## config.mk

```make
export PLATFORM = sky130hd
export DESIGN_NAME = hamming_encoder_stream
export DESIGN_NICKNAME = d
export VERILOG_FILES = /design/src/rtl/hamming_encoder_stream_pkg.sv /design/src/rtl/hamming_encoder_stream_gen.sv /design/src/rtl/hamming_encoder_stream.sv
export SDC_FILE = /design/constraint.sdc
export NUM_CORES = 1
export LEC_CHECK = 0
export CORE_ASPECT_RATIO = 2
export CORE_MARGIN = 2
export CORE_UTILIZATION = 44
export CTS_BUF_LIST = sky130_fd_sc_hd__clkbuf_16
export DETAILED_ROUTE_END_ITERATION = 8
export GPL_TIMING_DRIVEN = 0
export PLACE_DENSITY = 0.7
export SKIP_LAST_GASP = 1
export SLEW_MARGIN = 30
export SYNTH_ARGS = -nofsm -noshare
export SYNTH_HDL_FRONTEND = slang
export SYNTH_HIERARCHICAL = 1
export SYNTH_SLANG_ARGS = --single-unit
```

## constraint.sdc

```tcl
create_clock -name clk -period 3.8 [get_ports clk]
set_input_delay 0.38 -clock clk [delete_from_list [all_inputs] [get_ports clk]]
set_output_delay 0.38 -clock clk [all_outputs]
set_load 0.02 [all_outputs]
```

## src/rtl/hamming_encoder_stream_pkg.sv

```systemverilog
// Width helpers for the SECDED Hamming encoder/checker pair, all derived
// from the number of Hamming parity bits (overall parity bit not included).
package hamming_encoder_stream_pkg;

   function automatic int cw_width(input int p_bits);
      return 1 << p_bits;
   endfunction

   function automatic int data_width(input int p_bits);
      return (1 << p_bits) - p_bits - 1;
   endfunction

   // Positions 1, 2, 4, ... carry Hamming parity; position 0 is overall parity.
   function automatic logic is_pow2(input int pos);
      return (pos > 0) && ((pos & (pos - 1)) == 0);
   endfunction

endpackage

```

## src/rtl/hamming_encoder_stream_gen.sv

```systemverilog
// Purely combinational SECDED encoder: scatters data onto non-power-of-two
// positions, fills the Hamming parity bits, then sets even overall parity.
module hamming_gen
   import hamming_encoder_stream_pkg::*;
#(
   parameter int P_BITS  = 3,
   parameter int CW_MSB  = cw_width(P_BITS) - 1,
   parameter int D_WIDTH = data_width(P_BITS)
) (
   input  logic [D_WIDTH-1:0] in_data,
   output logic [CW_MSB:0]    out_code
);

   logic [CW_MSB:0] w_code;

   always_comb begin
      int   d_idx;
      logic p;
      w_code = '0;
      d_idx  = 0;
      p      = 1'b0;
      for (int j = 1; j <= CW_MSB; j++) begin
         if (!is_pow2(j)) begin
            w_code[j] = in_data[d_idx];
            d_idx++;
         end
      end
      // Parity slot 2^k is still zero while its own group is summed.
      for (int k = 0; k < P_BITS; k++) begin
         p = 1'b0;
         for (int j = 1; j <= CW_MSB; j++) begin
            if (((j >> k) & 1) == 1) p = p ^ w_code[j];
         end
         w_code[1 << k] = p;
      end
      w_code[0] = ^w_code[CW_MSB:1];
   end

   assign out_code = w_code;

endmodule

```

## src/rtl/hamming_encoder_stream.sv

```systemverilog
// Streaming SECDED encoder: combinational encode, one-shot error injection,
// 2-entry output FIFO and an accepted-word counter.
module hamming_encoder_stream
   import hamming_encoder_stream_pkg::*;
#(
   parameter int P_BITS  = 3,
   parameter int CW_MSB  = cw_width(P_BITS) - 1,
   parameter int D_WIDTH = data_width(P_BITS)
) (
   input  logic               clk,
   input  logic               rst_n,
   input  logic               in_valid,
   output logic               in_ready,
   input  logic [D_WIDTH-1:0] in_data,
   output logic               out_valid,
   input  logic               out_ready,
   output logic [CW_MSB:0]    out_code,
   input  logic               inj_arm,
   input  logic [CW_MSB:0]    inj_mask,
   output logic [15:0]        word_cnt
);

   // Handshake: a word moves only on a rising edge where valid and ready are
   // both high; in_ready depends on FIFO occupancy alone, never on out_ready.
   logic [CW_MSB:0] r_mem [0:1];
   logic            r_wr_ptr;
   logic            r_rd_ptr;
   logic [1:0]      r_count;
   logic            r_armed;
   logic [CW_MSB:0] r_mask;
   logic [15:0]     r_word_cnt;

   logic [CW_MSB:0] w_code;
   logic [CW_MSB:0] w_store;
   logic            w_push;
   logic            w_pop;
   logic            w_inject;

   hamming_gen #(
      .P_BITS  (P_BITS),
      .CW_MSB  (CW_MSB),
      .D_WIDTH (D_WIDTH)
   ) u_gen (
      .in_data  (in_data),
      .out_code (w_code)
   );

   assign w_push   = in_valid & in_ready;
   assign w_pop    = out_valid & out_ready;
   // A word arriving on the arm edge itself stays clean; the arm applies later.
   assign w_inject = w_push & r_armed & ~inj_arm;
   assign w_store  = w_inject ? (w_code ^ r_mask) : w_code;

   always_ff @(posedge clk or negedge rst_n) begin
      if (!rst_n) begin
         r_mem[0] <= '0;
         r_mem[1] <= '0;
         r_wr_ptr <= 1'b0;
         r_rd_ptr <= 1'b0;
         r_count  <= 2'd0;
      end else begin
         if (w_push) begin
            r_mem[r_wr_ptr] <= w_store;
            r_wr_ptr        <= ~r_wr_ptr;
         end
         if (w_pop) r_rd_ptr <= ~r_rd_ptr;
         case ({w_push, w_pop})
            2'b10:   r_count <= r_count + 2'd1;
            2'b01:   r_count <= r_count - 2'd1;
            default: r_count <= r_count;
         endcase
      end
   end

   always_ff @(posedge clk or negedge rst_n) begin
      if (!rst_n) begin
         r_armed <= 1'b0;
         r_mask  <= '0;
      end else if (inj_arm) begin
         r_armed <= 1'b1;
         r_mask  <= inj_mask;
      end else if (w_inject) begin
         r_armed <= 1'b0;
      end
   end

   always_ff @(posedge clk or negedge rst_n) begin
      if (!rst_n)      r_word_cnt <= 16'd0;
      else if (w_push) r_word_cnt <= r_word_cnt + 16'd1;
   end

   assign in_ready  = (r_count != 2'd2);
   assign out_valid = (r_count != 2'd0);
   assign out_code  = r_mem[r_rd_ptr];
   assign word_cnt  = r_word_cnt;

endmodule

```

==> results by group, run 1 <==
Floorplanning
  • Cell row count: 36
  • CORE AREA: 0.00482 mm^2
  • Die boundary height: 104 um
  • Die Footprint: 0.00557 mm^2
  • Num ports: 43
  • Die W: 53.8 um
  • Initial standard-cell utilization of the core: 45.2%

Setup path
  • Largest stage delay, worst path: 540 ps
  • Crit path launch: r_rd_ptr
  • FF-to-FF Start: r_count[0]
  • CP max stage cell: clkdlybuf4s50_1
  • Worst reg2reg endpoint: r_count[1]
  • Kind of start point of the critical path: flop
  • Length in cells of the worst reg-to-reg path: 5
  • Top fanout value on the critical path: 9
  • CP Capture Type: primary output
  • Cell Chain, Critical Path: clkbuf_1, mux2_2, clkdlybuf4s50_1
  • Critical path data arrival time: 1960 ps
  • Slack of the worst reg-to-reg path: 2200 ps
  • Path type of the worst setup path: reg2out
  • Worst endpoint required time: 3420 ps

Clocking
  • Buffer count from post-CTS setup fixing: 0
  • Number of levels in the clock H-tree: 2
  • Count of clock tree sinks: 45
  • Clock tree root buffer cell: clkbuf_16
  • Resized cells post-CTS: 0
  • Number of hold-repair buffers added at the cts stage: 0
  • Number of buffers created by CTS: 5
  • TritonCTS clock tree: built
  • Clk Latency, worst-skew pair: 280 ps
  • Clock Path Buffers: 2
  • CTS clock-pin slew for the worst setup and hold paths: 60 ps

Route
  • DR WL/cell: 14.3 um
  • Final wirelength: 4160 um
  • TritonRoute pass-1 iters: 3
  • Detail Route Antenna Nets: 0
  • Total number of vias: 1434
  • Number of design rule violations left after detail routing: 0
  • Detailed router's first-iteration violation count: 29
  • Detail-routed via count per cell: 4.93

Timing
  • RSZ-0062 raised after global routing: no
  • Max-Slew Margin vs Limit: 62.8%
  • Highest attainable clock frequency: 428 MHz
  • Final-report max-slew violation count: 0
  • Tmin final: 2340 ps
  • Post-route clock skew: 2.56 ps
  • Final critical-path share of the clock period: 61.5%
  • Total Negative Setup Slacks: 0 ps
  • Final hold slack: 83.1 ps
  • Transition time at the pin with the least slew margin: 559 ps
  • Setup-failing EPs final: 0
  • Number of hold violations in the final report: 0

Yosys
  • Most used flip-flop cell after synthesis: dfrtp_1
  • Part of the Yosys area used for sequential elements: 51.6%
  • Area share of the largest cell type after synthesis: 51.6%
  • Instance count of the mapped netlist: 185
  • Number of flops mapped to enable cells by yosys: 0
  • Ranking of synthesized cells by area: dfrtp_1 52%, mux2_2 8.8%, xor2_1 7.2%, nand2_1 4.0%, xnor2_1 3.6%
  • Synth async-reset ratio: 100%
  • Post-synthesis cell type count: 30
  • Synth Net Count: 204
  • Cell taking the most area after synthesis: dfrtp_1
  • Syn Std Cell Area: 0.00218 mm^2
  • Mean area per synthesized cell: 11.8 um^2
  • Yosys warns: 6
  • Register bit total from synthesis: 45

Place
  • Estimated wirelength of the detail-placed design: 3090 um
  • Count of buffers inserted at the top-level ports: 41
  • GP Congestion: 0.755

Global routing
  • Grt ovf: 0
  • Initial antenna violation count: 0
  • Global-route wire length before repair: 7080 um
  • Total routing usage reported by global routing: 17.0%
  • Via count of the first global-routing pass: 1512
  • Largest net degree at the start of global routing: 46

Layout
  • Sequential cell area: 0.00113 mm^2
  • Nets@finish: 252
  • Fill count: 413
  • Area Overhead vs Synth: 30.7%
  • Combined area of the multi-input logic cells: 965 um^2
  • Fraction of layout cells with a size suffix above 1: 19.2%
  • Total inserted antenna cells: 0

Power and ir drop
  • Worst IR drop on VDD: 567 uV
  • P per Cell Area: 749 mW/mm^2
  • Power Total: 2.13 mW
  • Leakage dissipation: 1.28 nW

Job
  • Max-cap violations: 0

Min path
  • Type of the tightest min-delay check: in2async

Run status
  • Outcome: finished, final reports clean
[worst max-delay path by stage]
stage | slack [ps] | end
2_1_floorplan | 2190 | r_count[1]
3_3_place_gp | 1150 | r_mem[8]
3_5_place_dp | 1720 | out_code[5]
4_1_cts | 1410 | out_code[5]
5_1_grt | 1340 | out_code[5]
6_report | 1460 | out_code[5]
[cells in the final DEF (no fill, tap or decap)]
master | Yosys | layout
nand4_4 | 2 | 2
dfrtp_1 | 45 | 45
and3_2 | 2 | 2
xor2_1 | 18 | 18
buf_4 | 5 | 6
and2_1 | 1 | 1
nand3b_1 | 1 | 1
ha_1 | 2 | 2
clkdlybuf4s50_1 | 0 | 40
clkinv_2 | 0 | 1
a21o_1 | 1 | 1
nor2_1 | 13 | 13
xnor2_1 | 9 | 9
xor3_1 | 2 | 2
nand2_1 | 23 | 23
clkbuf_16 | 0 | 5
and4_1 | 1 | 1
bufinv_16 | 0 | 2
nand4_1 | 1 | 1
clkbuf_1 | 1 | 1
and4_2 | 1 | 1
nor3_1 | 5 | 5
or2_2 | 1 | 1
xor3_4 | 2 | 2
nor4_4 | 1 | 1
nand2b_1 | 1 | 1
buf_2 | 3 | 3
nor2b_1 | 1 | 1
inv_1 | 3 | 3
buf_6 | 2 | 2
o21ai_0 | 8 | 8
a21oi_1 | 8 | 8
nand3_1 | 5 | 5
mux2_2 | 17 | 17
[registers in the layout, summed over array words and instances (netlist names)]
register and cells:
r_wr_ptr 1, r_count 2, r_mask 8, r_mem 16, r_armed 1, r_rd_ptr 1, word_cnt 16
[kinds of logic after synthesis]
logic type      after synthesis  share of synthesized area [%]
simple gates                 59                           14.7
xor+xnor                     31                           15.5
flops                        45                           51.6
compound gates               17                           4.02
fa+ha+maj                     2                           1.15
buf+inv                      14                           4.13
mux                          17                           8.78
[layout make-up]
class                   instances  share of cell area (%)
plain buffers                  11                    2.77
clock buffers                   5                    4.39
clock inverters                 3                    2.28
inverters                       3                   0.395
multi-input cells             126                    33.8
flip-flops and latches         45                    39.5
well taps                      57                    2.50
repair buffers                 41                    14.3
[stage by stage]
stage | utilization [%] | setup WS [ps] | area, um^2 | cells
6_report | 59.1 | 1460 | 2850 | 291
5_1_grt | 59.1 | 1340 | 2850 | 291
4_1_cts | 59.1 | 1410 | 2850 | 291
3_5_place_dp | 55.2 | 1720 | 2660 | 283
3_3_place_gp | 55.2 | 1150 | 2660 | 283
2_1_floorplan | - | 2190 | 2180 | 185
[per-layer routing]
| layer | share of wire (%) | global-route usage, % | up-vias |
|---|---|---|---|
| met5 | 0 | 0 | - |
| li1 | - | - | 710 |
| met3 | 3.4 | 3.17 | 8 |
| met2 | 58 | 30.1 | 27 |
| met4 | 2.3 | 6.96 | 0 |
| met1 | 36 | 18.6 | 689 |
[power breakdown]
part	switching (mW)	total (mW)	internal [mW]	leakage, nW
sequential	0.109	0.741	0.632	0.539
clock	0.167	0.542	0.375	0.0938
combinational	0.415	0.851	0.437	0.647
total	0.690	2.13	1.44	1.28
[worst max-delay path: cells and delay by family (launching register included)]
family | cells | cell delay, ps
buffers and inverters | 2 | 960
multiplexers | 1 | 400
flip-flops | 1 | 320
[cells in the mapped netlist (5+ instances only)]
cell     count
dfrtp_1     45
nand2_1     23
xor2_1      18
mux2_2      17
nor2_1      13
xnor2_1      9
a21oi_1      8
o21ai_0      8
buf_4        5
nand3_1      5
nor3_1       5
Power figures use the tool's default switching activity.
==> run 2: changes to the inputs <==
- PLACE_DENSITY: 0.7 -> 0.72
- clock period: 3.8 -> 2.1 ns (I/O delays scaled with it)
==> run 2 against run 1 <==
Against the previous run: wire length is 1.0% higher; sequential share of layout area is 0.65 points higher; largest cell class unchanged; clock power is 36% higher; critical path type unchanged; critical endpoint is now out_code[6].
==> results by group, run 2 (synthesis results as in run 1) <==
Setup path
  • Length in cells of the worst reg-to-reg path: 5
  • Crit path launch: r_rd_ptr
  • Top fanout value on the critical path: 9
  • Critical path data arrival time: 1800 ps
  • Slack of the worst reg-to-reg path: 480 ps
  • FF-to-FF Start: r_count[0]
  • CP Capture Type: primary output
  • CP max stage cell: dfrtp_1
  • Worst reg2reg endpoint: r_count[1]
  • Path type of the worst setup path: reg2out
  • Largest stage delay, worst path: 590 ps
  • Cell Chain, Critical Path: mux2_2, clkdlybuf4s50_1
  • Setup crit end: out_code[6]
  • Worst endpoint required time: 1890 ps
  • Kind of start point of the critical path: flop

Place
  • Count of buffers inserted at the top-level ports: 41
  • GP Congestion: 0.721
  • Estimated wirelength of the detail-placed design: 3020 um
  • Placed cell count: 283

Timing
  • RSZ-0062 raised after global routing: no
  • Final-report max-slew violation count: 0
  • Highest attainable clock frequency: 497 MHz
  • Tmin final: 2010 ps
  • Number of hold violations in the final report: 0
  • Transition time at the pin with the least slew margin: 555 ps
  • Post-route clock skew: 6.13 ps
  • Setup-failing EPs final: 0
  • Final critical-path share of the clock period: 95.8%
  • Final hold slack: 269 ps
  • Max-Slew Margin vs Limit: 63.0%

Clocking
  • TritonCTS clock tree: built
  • Number of buffers created by CTS: 5
  • Count of clock tree sinks: 45
  • Clk Latency, worst-skew pair: 280 ps
  • Buffer count from post-CTS setup fixing: 0
  • Clock Path Buffers: 2
  • Resized cells post-CTS: 0
  • Clock tree root buffer cell: clkbuf_16
  • CTS clock-pin slew for the worst setup and hold paths: 60 ps
  • Number of levels in the clock H-tree: 2

Layout
  • Commonest cells after routing, fill and taps aside: 45 x dfrtp_1, 40 x clkdlybuf4s50_1, 23 x nand2_1, 18 x xor2_1, 17 x mux2_2
  • Finished Layout Cells: 291
  • Most common cell after layout, fill and taps aside: dfrtp_1
  • Nets@finish: 252
  • Total inserted antenna cells: 0
  • Area Overhead vs Synth: 28.6%
  • Fraction of layout cells with a size suffix above 1: 18.4%

Floorplanning
  • Cell row count: 36
  • Die boundary height: 104 um
  • CORE AREA: 0.00482 mm^2
  • Die W: 53.8 um
  • Die Footprint: 0.00557 mm^2
  • Initial standard-cell utilization of the core: 45.2%
  • Num ports: 43

Global routing
  • Via count of the first global-routing pass: 1512
  • Global-route wire length before repair: 6890 um
  • Initial antenna violation count: 0
  • Grt ovf: 0
  • Largest net degree at the start of global routing: 46
  • Total routing usage reported by global routing: 16.7%

Power and ir drop
  • Power Total: 3.62 mW
  • Worst IR drop on VDD: 973 uV
  • P per Cell Area: 1290 mW/mm^2
  • Leakage dissipation: 1.26 nW

Route
  • Detailed router's first-iteration violation count: 16
  • Number of design rule violations left after detail routing: 0
  • Detail-routed via count per cell: 4.95
  • TritonRoute pass-1 iters: 4
  • Detail Route Antenna Nets: 0
  • Total number of vias: 1440
  • DR WL/cell: 14.4 um
  • Final wirelength: 4200 um

Run status
  • Outcome: finished, final reports clean

Job
  • Max-cap violations: 0

Min path
  • Type of the tightest min-delay check: in2reg
-- run 2: cell types whose count changed in the layout (fill, tap and decap cells not counted) --
cell,previous run,this run
clkinv_1,0,2
dlygate4sd3_1,0,1
bufinv_16,2,0
clkbuf_1,1,0
-- run 2: routing by layer --
metal	share of wire, %	vias to the layer above	GRT usage (%)
met5	0	-	0
met4	2.6	0	7.88
met3	3.5	9	2.88
met2	57	30	29.6
met1	37	694	17.7
li1	-	707	-
-- run 2: power by group --
part / internal (mW) / switching [mW] / total [mW]
Combinational: 0.789 / 0.725 / 1.51
Clock: 0.430 / 0.309 / 0.739
Sequential: 1.14 / 0.227 / 1.37
Total: 2.36 / 1.26 / 3.62
-- run 2: layout make-up --
cell class / count / area (um^2)
Fill cell: 413 / 2020
Buffer: 10 / 75.1
Clock inverter: 3 / 12.5
Timing Repair Buffer: 42 / 418
Clock buffer: 5 / 125
Sequential cell: 45 / 1130
Multi-Input combinational cell: 126 / 965
Inverter: 3 / 11.3
Tap cell: 57 / 71.3
-- run 2: how the worst min path moves through the flow --
stage	startpoint	endpoint	slack, ps	cells past startpoint
after global routing	inj_arm	r_armed	290	2
after global placement	r_armed	r_armed	450	1
final	inj_arm	r_armed	270	2
after detailed placement	rst_n	word_cnt[4]	240	1
after floorplan	rst_n	r_armed	-90	0
after CTS	inj_arm	r_armed	280	2
-- run 2: worst max-delay path, delay by kind of cell, from the launching register on --
family / cells / cell delay, ps
flops: 1 / 590
buf+inv: 1 / 540
mux: 1 / 390
-- run 2: through the flow --
stage	worst slack [ps]	utilization, %	instance area [um^2]	setup TNS, ps
floorplan	494	-	2180	0
global placement	-375	55.2	2660	-16770
detailed placement	198	55.2	2660	0
CTS	54.9	58.2	2800	0
global route	15.7	58.2	2800	0
finish	88.9	58.2	2800	0
-- run 2: repair_timing --
| item | 4_1_cts | 5_1_grt |
|---|---|---|
| endpoints found under the setup margin | 8 | 0 |
| hold endpoints to repair | 45 | 0 |
| hold buffers | 1 | 0 |
